## config.mk

```make
export PLATFORM = sky130hd
export DESIGN_NAME = dmem_arbiter
export DESIGN_NICKNAME = d
export VERILOG_FILES = /design/src/rtl/dmem_arbiter.sv
export SDC_FILE = /design/constraint.sdc
export NUM_CORES = 1
export LEC_CHECK = 0
export ABC_CLOCK_PERIOD_IN_PS = 4700
export BUFFER_PORTS_ARGS = -buffer_cell sky130_fd_sc_hd__buf_2
export CAP_MARGIN = 20
export CORE_AREA = 3 3 116 118
export CTS_BUF_LIST = sky130_fd_sc_hd__clkbuf_16
export DETAILED_ROUTE_END_ITERATION = 10
export DIE_AREA = 0 0 119 121
export GPL_TIMING_DRIVEN = 0
export PLACE_DENSITY = 0.79
export SYNTH_ARGS = -nofsm -noshare
export SYNTH_HDL_FRONTEND = slang
export SYNTH_SLANG_ARGS = --single-unit
```

## constraint.sdc

```tcl
create_clock -name clk -period 4.7 [get_ports clk]
set_input_delay 0.94 -clock clk [delete_from_list [all_inputs] [get_ports clk]]
set_output_delay 0.94 -clock clk [all_outputs]
set_load 0.005 [all_outputs]
```

## src/rtl/dmem_arbiter.sv

```systemverilog
// Shares the single data-memory port between the CPU load/store path and the debug port,
// holding mem_en for WAIT_CYCLES per access and stalling the CPU until its response cycle.
module dmem_arbiter #(
  parameter int unsigned WAIT_CYCLES = 1
) (
  input  logic        clk,
  input  logic        rst,
  input  logic        cpu_req,
  input  logic        cpu_we,
  input  logic [31:0] cpu_addr,
  input  logic [31:0] cpu_wdata,
  output logic [31:0] cpu_rdata,
  output logic        cpu_stall,
  input  logic        dbg_req,
  input  logic        dbg_we,
  input  logic [31:0] dbg_addr,
  input  logic [31:0] dbg_wdata,
  output logic [31:0] dbg_rdata,
  output logic        dbg_ack,
  output logic        mem_en,
  output logic        mem_we,
  output logic [31:0] mem_addr,
  output logic [31:0] mem_wdata,
  input  logic [31:0] mem_rdata
);

  typedef enum logic [1:0] {StIdle, StBusy, StResp} state_e;
  typedef enum logic {OwnCpu, OwnDbg} owner_e;

  localparam logic [3:0] WaitInit = 4'(WAIT_CYCLES - 1);

  state_e      state_q, state_d;
  owner_e      owner_q, owner_d;
  owner_e      last_grant_q, last_grant_d;
  logic [3:0]  wait_cnt_q, wait_cnt_d;
  logic        we_q, we_d;
  logic [31:0] addr_q, addr_d;
  logic [31:0] wdata_q, wdata_d;
  logic [31:0] cpu_rdata_q, cpu_rdata_d;
  logic [31:0] dbg_rdata_q, dbg_rdata_d;
  logic        grant_cpu, grant_dbg;

  always_comb begin
    state_d      = state_q;
    owner_d      = owner_q;
    last_grant_d = last_grant_q;
    wait_cnt_d   = wait_cnt_q;
    we_d         = we_q;
    addr_d       = addr_q;
    wdata_d      = wdata_q;
    cpu_rdata_d  = cpu_rdata_q;
    dbg_rdata_d  = dbg_rdata_q;
    grant_cpu    = 1'b0;
    grant_dbg    = 1'b0;

    unique case (state_q)
      StIdle: begin
        // On a tie the port that did not win last time goes first.
        grant_cpu = cpu_req && (!dbg_req || last_grant_q == OwnDbg);
        grant_dbg = dbg_req && !grant_cpu;
        if (grant_cpu) begin
          owner_d      = OwnCpu;
          last_grant_d = OwnCpu;
          we_d         = cpu_we;
          addr_d       = cpu_addr;
          wdata_d      = cpu_wdata;
          wait_cnt_d   = WaitInit;
          state_d      = StBusy;
        end else if (grant_dbg) begin
          owner_d      = OwnDbg;
          last_grant_d = OwnDbg;
          we_d         = dbg_we;
          addr_d       = dbg_addr;
          wdata_d      = dbg_wdata;
          wait_cnt_d   = WaitInit;
          state_d      = StBusy;
        end
      end
      StBusy: begin
        if (wait_cnt_q != 4'd0) begin
          wait_cnt_d = wait_cnt_q - 4'd1;
        end else begin
          if (!we_q) begin
            if (owner_q == OwnCpu) begin
              cpu_rdata_d = mem_rdata;
            end else begin
              dbg_rdata_d = mem_rdata;
            end
          end
          state_d = StResp;
        end
      end
      StResp: begin
        // The requester's req is still high here for the access just finished.
        state_d = StIdle;
      end
      default: begin
        state_d = StIdle;
      end
    endcase
  end

  always_ff @(posedge clk) begin
    if (rst) begin
      state_q      <= StIdle;
      owner_q      <= OwnCpu;
      last_grant_q <= OwnDbg;
      wait_cnt_q   <= 4'd0;
      we_q         <= 1'b0;
      addr_q       <= 32'd0;
      wdata_q      <= 32'd0;
      cpu_rdata_q  <= 32'd0;
      dbg_rdata_q  <= 32'd0;
    end else begin
      state_q      <= state_d;
      owner_q      <= owner_d;
      last_grant_q <= last_grant_d;
      wait_cnt_q   <= wait_cnt_d;
      we_q         <= we_d;
      addr_q       <= addr_d;
      wdata_q      <= wdata_d;
      cpu_rdata_q  <= cpu_rdata_d;
      dbg_rdata_q  <= dbg_rdata_d;
    end
  end

  always_comb begin
    mem_en    = !rst && (state_q == StBusy);
    mem_we    = mem_en && we_q;
    mem_addr  = addr_q;
    mem_wdata = wdata_q;
    cpu_stall = !rst && cpu_req && !(state_q == StResp && owner_q == OwnCpu);
    dbg_ack   = !rst && (state_q == StResp) && (owner_q == OwnDbg);
    cpu_rdata = cpu_rdata_q;
    dbg_rdata = dbg_rdata_q;
  end

endmodule

```

Yosys cells after proc, flatten, opt, wreduce, memory -nomap -nowiden
Cells that the tools add are included.

operators by class
  add/subtract/negate cells = 1
  div/mod/pow operators = 0
  shift-type cells = 0
  $lt $le $gt $ge = 0
  multiplexer cells = 16
  reduce and logical (&&, ||, !) cells = 23
  eq/ne operators = 5
  multipliers = 0
  bitwise gates (word level) = 3

operator list
  cell                                                                    count
  32-bit two-way mux                                                      4
  4-bit two-way mux                                                       3
  1-bit logical AND                                                       9
  4-bit one-hot mux with 2 select lines                                   1
  4-bit AND reduction                                                     2
  2-bit two-way mux                                                       3
  1-bit logical NOT                                                       4
  1-bit two-way mux                                                       4
  2-bit != test (second input constant)                                   2
  2-bit one-hot mux with 2 select lines                                   1
  2-bit AND reduction                                                     2
  2-bit nonzero test                                                      2
  4-bit nonzero test                                                      1
  4-bit by 1-bit subtractor with 4-bit output (second input constant)     1
  3-bit != test (second input constant)                                   1
  1-bit NOT                                                               3
  3-bit AND reduction                                                     1
  2-bit by 1-bit equality test with 1-bit output (second input constant)  1
  2-bit equality test (second input constant)                             1
  2-bit logical NOT                                                       1
  1-bit logical OR                                                        1

storage, ports and cells
  register bits = 137
  ROM bits = 0
  output and inout bits = 132
  RAM bits = 0
  memories kept = 0
  input port bits = 166
  word-level logic and storage cells = 57
  latch bits = 0

Logic depth before layout (Yosys ltp)
  word-level depth = 8
  gate-level depth with buffers = 9
  gate-level depth less buffers = 6

Worst setup path before layout
Ideal clock, no wire load.

  kind = input-to-output
  start = input port rst
  end = output port dbg_ack
  required time = 3.760 ns
  data arrival time = 1.637 ns
  path slack = 2.123 ns
  stages on the path = 3
  buffers on the path = 2
  path through = clkbuf_1 clkbuf_1 nor4b_1

on the way
  cells in the longest elaborated chain, start to end = 3

ends and longest elaborated chain
  what                             line  text
  start, declared                  7     input logic rst,
  1-bit logical NOT                133   dbg_ack = !rst && (state_q == StResp) && (owner_q == OwnDbg);
  1-bit logical AND (2 in series)  133
  end, declared                    19    output logic dbg_ack,

Every way passes these cells.

Worst setup path in the final report
  start = input port rst
  end = output port cpu_stall

on the way
  cells in the longest elaborated chain, start to end = 3

ends and longest elaborated chain
  what                             line  text
  1-bit logical NOT                132   cpu_stall = !rst && cpu_req && !(state_q == StResp && owner_q == OwnCpu);
  1-bit logical AND (2 in series)  132
  end, declared                    13    output logic cpu_stall,

Every way passes these cells.

==> metrics <==
post-CTS sizing 0; IO Pins 298; Worst Tran Pin Value 0.715 ns; unrepaired setup endpoints after global routing no; worst hold start cpu_rdata[23]; Layout area overhead 41.4%; critical path class primary input to output port; Critical R2R Launch wait_cnt_q[0]; H-tree levels 4; per-cell routed wire length 16.0 um; Synth Flop Type dfxtp_1; clock power share 42.8%; Crit path arrival time 2.31 ns; Num CTS Buffers 17; Std-Cell Rows 41; Setup Fix Bufs, Post-CTS 0; Final Critical Period 3.25 ns; total net switching power 818 uW; number of synthesized flops with an enable pin 0; top-count cell post-synth dfxtp_1; asr flop ratio synth 0%; met3 usage 5.73%; Sw Ratio 25.7%; synth warn 0; CTS Sinks 137; overall routed net length 16700 um; final antenna diode count 0; dpl hpwl 13200 um; share of post-route cells with drive strength above 1 50.7%; slew margin rel. 52.3%; worst-path fanout max 10; Layout Skew 0.00671 ns; synthesized net count 715; Comb power frac 15.8%; pwr dens 404 nW/um2; Final Max Tran Viols 0; Die Area 14400 um2; DRT iter0 DRCs 238; Netlist Area Pre-Place 5580 um2; status completed; cell taking the most area after synthesis dfxtp_1; worst slack at placement 1.47 ns; Final ANT Viol Nets 0; CTS Root Cell clkbuf_16; Syn Inst Count 547; Max VDD drop 0.226 mV; Cell variety after synth 34; syn avg cell area 10.2 um2; Hold Crit Class flop to flop; Buffers on Ports 297; Worst Setup SP rst; final RePlAce weighted congestion 0.841; core area 12600 um2; GR Overflow Total 0; clock buffer depth 2; most frequent cells after synthesis dfxtp_1 (137), nand2_1 (69), mux2i_1 (65), o2bb2ai_1 (65), nand2_2 (60); max-cap violations 0; clock latency on the worst-skew pair 0.40 ns; Yosys reg bits 137; Overall Global Routing Usage 22.5%; Critical Path RT 3.76 ns; # setup viols final 0; initial antenna violation count 0; Setup WS post-layout 1.45 ns; Worst-path clk slew 0.06 ns; largest net degree at the start of global routing 17; Max Freq 307 MHz; grt met2 use 38.6%; most utilized layer in the global route result met2; CTS tree done; CTS Hold Bufs 0; Synth area leaders dfxtp_1 (49%), mux2i_1 (12%), o2bb2ai_1 (10%); Yosys top cell area share 49.2%; startpoint types primary input; Flop pwr share 41.4%; Die Ht 121 um; DR vias 5097; # DRC 0; first-pass GRT wire length 25800 um; die width 119 um; setup TNS 0 ns; initial core utilization 44.4%; nets 1031; vias in the first global route 5117; Fin. Hold Viols 0; vias per cell 4.87; LEAKAGE 0.00368 uW; cell internal pwr 2370 uW; register area share after synthesis 49.2%; drt first pass iters 4; grt met1 use 27.4%; CP Capture Type output port; Final Cycle Share 69.2%
==> cell type report <==
class                      count  area, um2
buffer                        44        249
clock buffer                  17        425
clock inverter                14        181
fill                        1145       4680
inverter                       4       15.0
multi-input combinational    362       2570
sequential                   137       2740
tap                          172        215
timing repair buffer         297       1490
==> flip-flops by register name, summed over array words and instances (netlist names) <==
| name | flops |
|---|---|
| owner_q | 1 |
| dbg_rdata | 32 |
| mem_wdata | 32 |
| wait_cnt_q | 4 |
| state_q | 2 |
| last_grant_q | 1 |
| cpu_rdata | 32 |
| we_q | 1 |
| mem_addr | 32 |
==> routing by layer <==
layer,share of wire (%),vias to the layer above
met1,42,2341
met3,6.3,23
met2,49,188
li1,-,2545
met5,0,-
met4,2.5,0
==> power groups by stage <==
stage	registers [uW]	logic [uW]	clock network [uW]
finish	1320	505	1360
floorplan	1350	257	0
global route	1330	553	1440
detailed placement	1340	509	0
CTS	1320	510	1390
global placement	1340	501	0
==> worst paths after layout <==
path                                       to  slack, ns  cells after the start
worst min register to register  cpu_rdata[23]       0.45                      2
worst max register to register   cpu_rdata[7]       2.62                      8
worst min-delay path            cpu_rdata[23]       0.45                      2
worst max-delay path                cpu_stall       1.45                      5
==> critical path, cell delays in order <==
cell and delay [ns]:
buf_2 0.15, clkbuf_1 0.40, clkbuf_1 0.52, nor3b_1 0.12, buf_2 0.18
==> cells in the final DEF, fill, tap and decap left out, drive strengths merged <==
master    netlist  routed
mux2i          65      65
a31o            1       1
xor2            2       2
nor2            9       9
ha              2       2
nand2         129     129
a21oi          65      65
bufinv          0       4
nor4b           1       1
or3b            1       1
clkinvlp        0       3
o21ai           2       2
o2bb2ai        65      65
nor3b           2       2
or4             2       2
a211oi          1       1
and2            1       1
nor4            2       2
a2111oi         1       1
buf            29     326
inv             4       4
clkinv          0       7
o21bai          1       1
xnor2           1       1
nand2b          3       3
o21a            1       1
nor3            2       2
dfxtp         137     137
nand3           2       2
clkbuf         15      32
nor2b           1       1
==> kinds of logic after synthesis <==
group / count (synthesis) / synth area share (%)
and+or+nand+nor: 155 / 14.3
AOI/OAI and AO/OA: 137 / 19.2
DFF: 137 / 49.2
muxes: 65 / 11.7
buffers and inverters: 48 / 4.73
xor gates and xnor gates: 3 / 0.471
adders and majority gates: 2 / 0.449
==> metrics by stage <==
stage	total power, uW	instances	cell area, um2	hold slack [ns]	utilization [%]
floorplan	1600	547	5580	0.453	-
detailed placement	1850	1016	7280	0.441	57.9
global placement	1840	1016	7280	0.440	57.9
global route	3320	1047	7890	0.471	62.7
CTS	3210	1047	7890	0.455	62.7
finish	3190	1047	7890	0.452	62.7
Power figures use the tool's default switching activity.
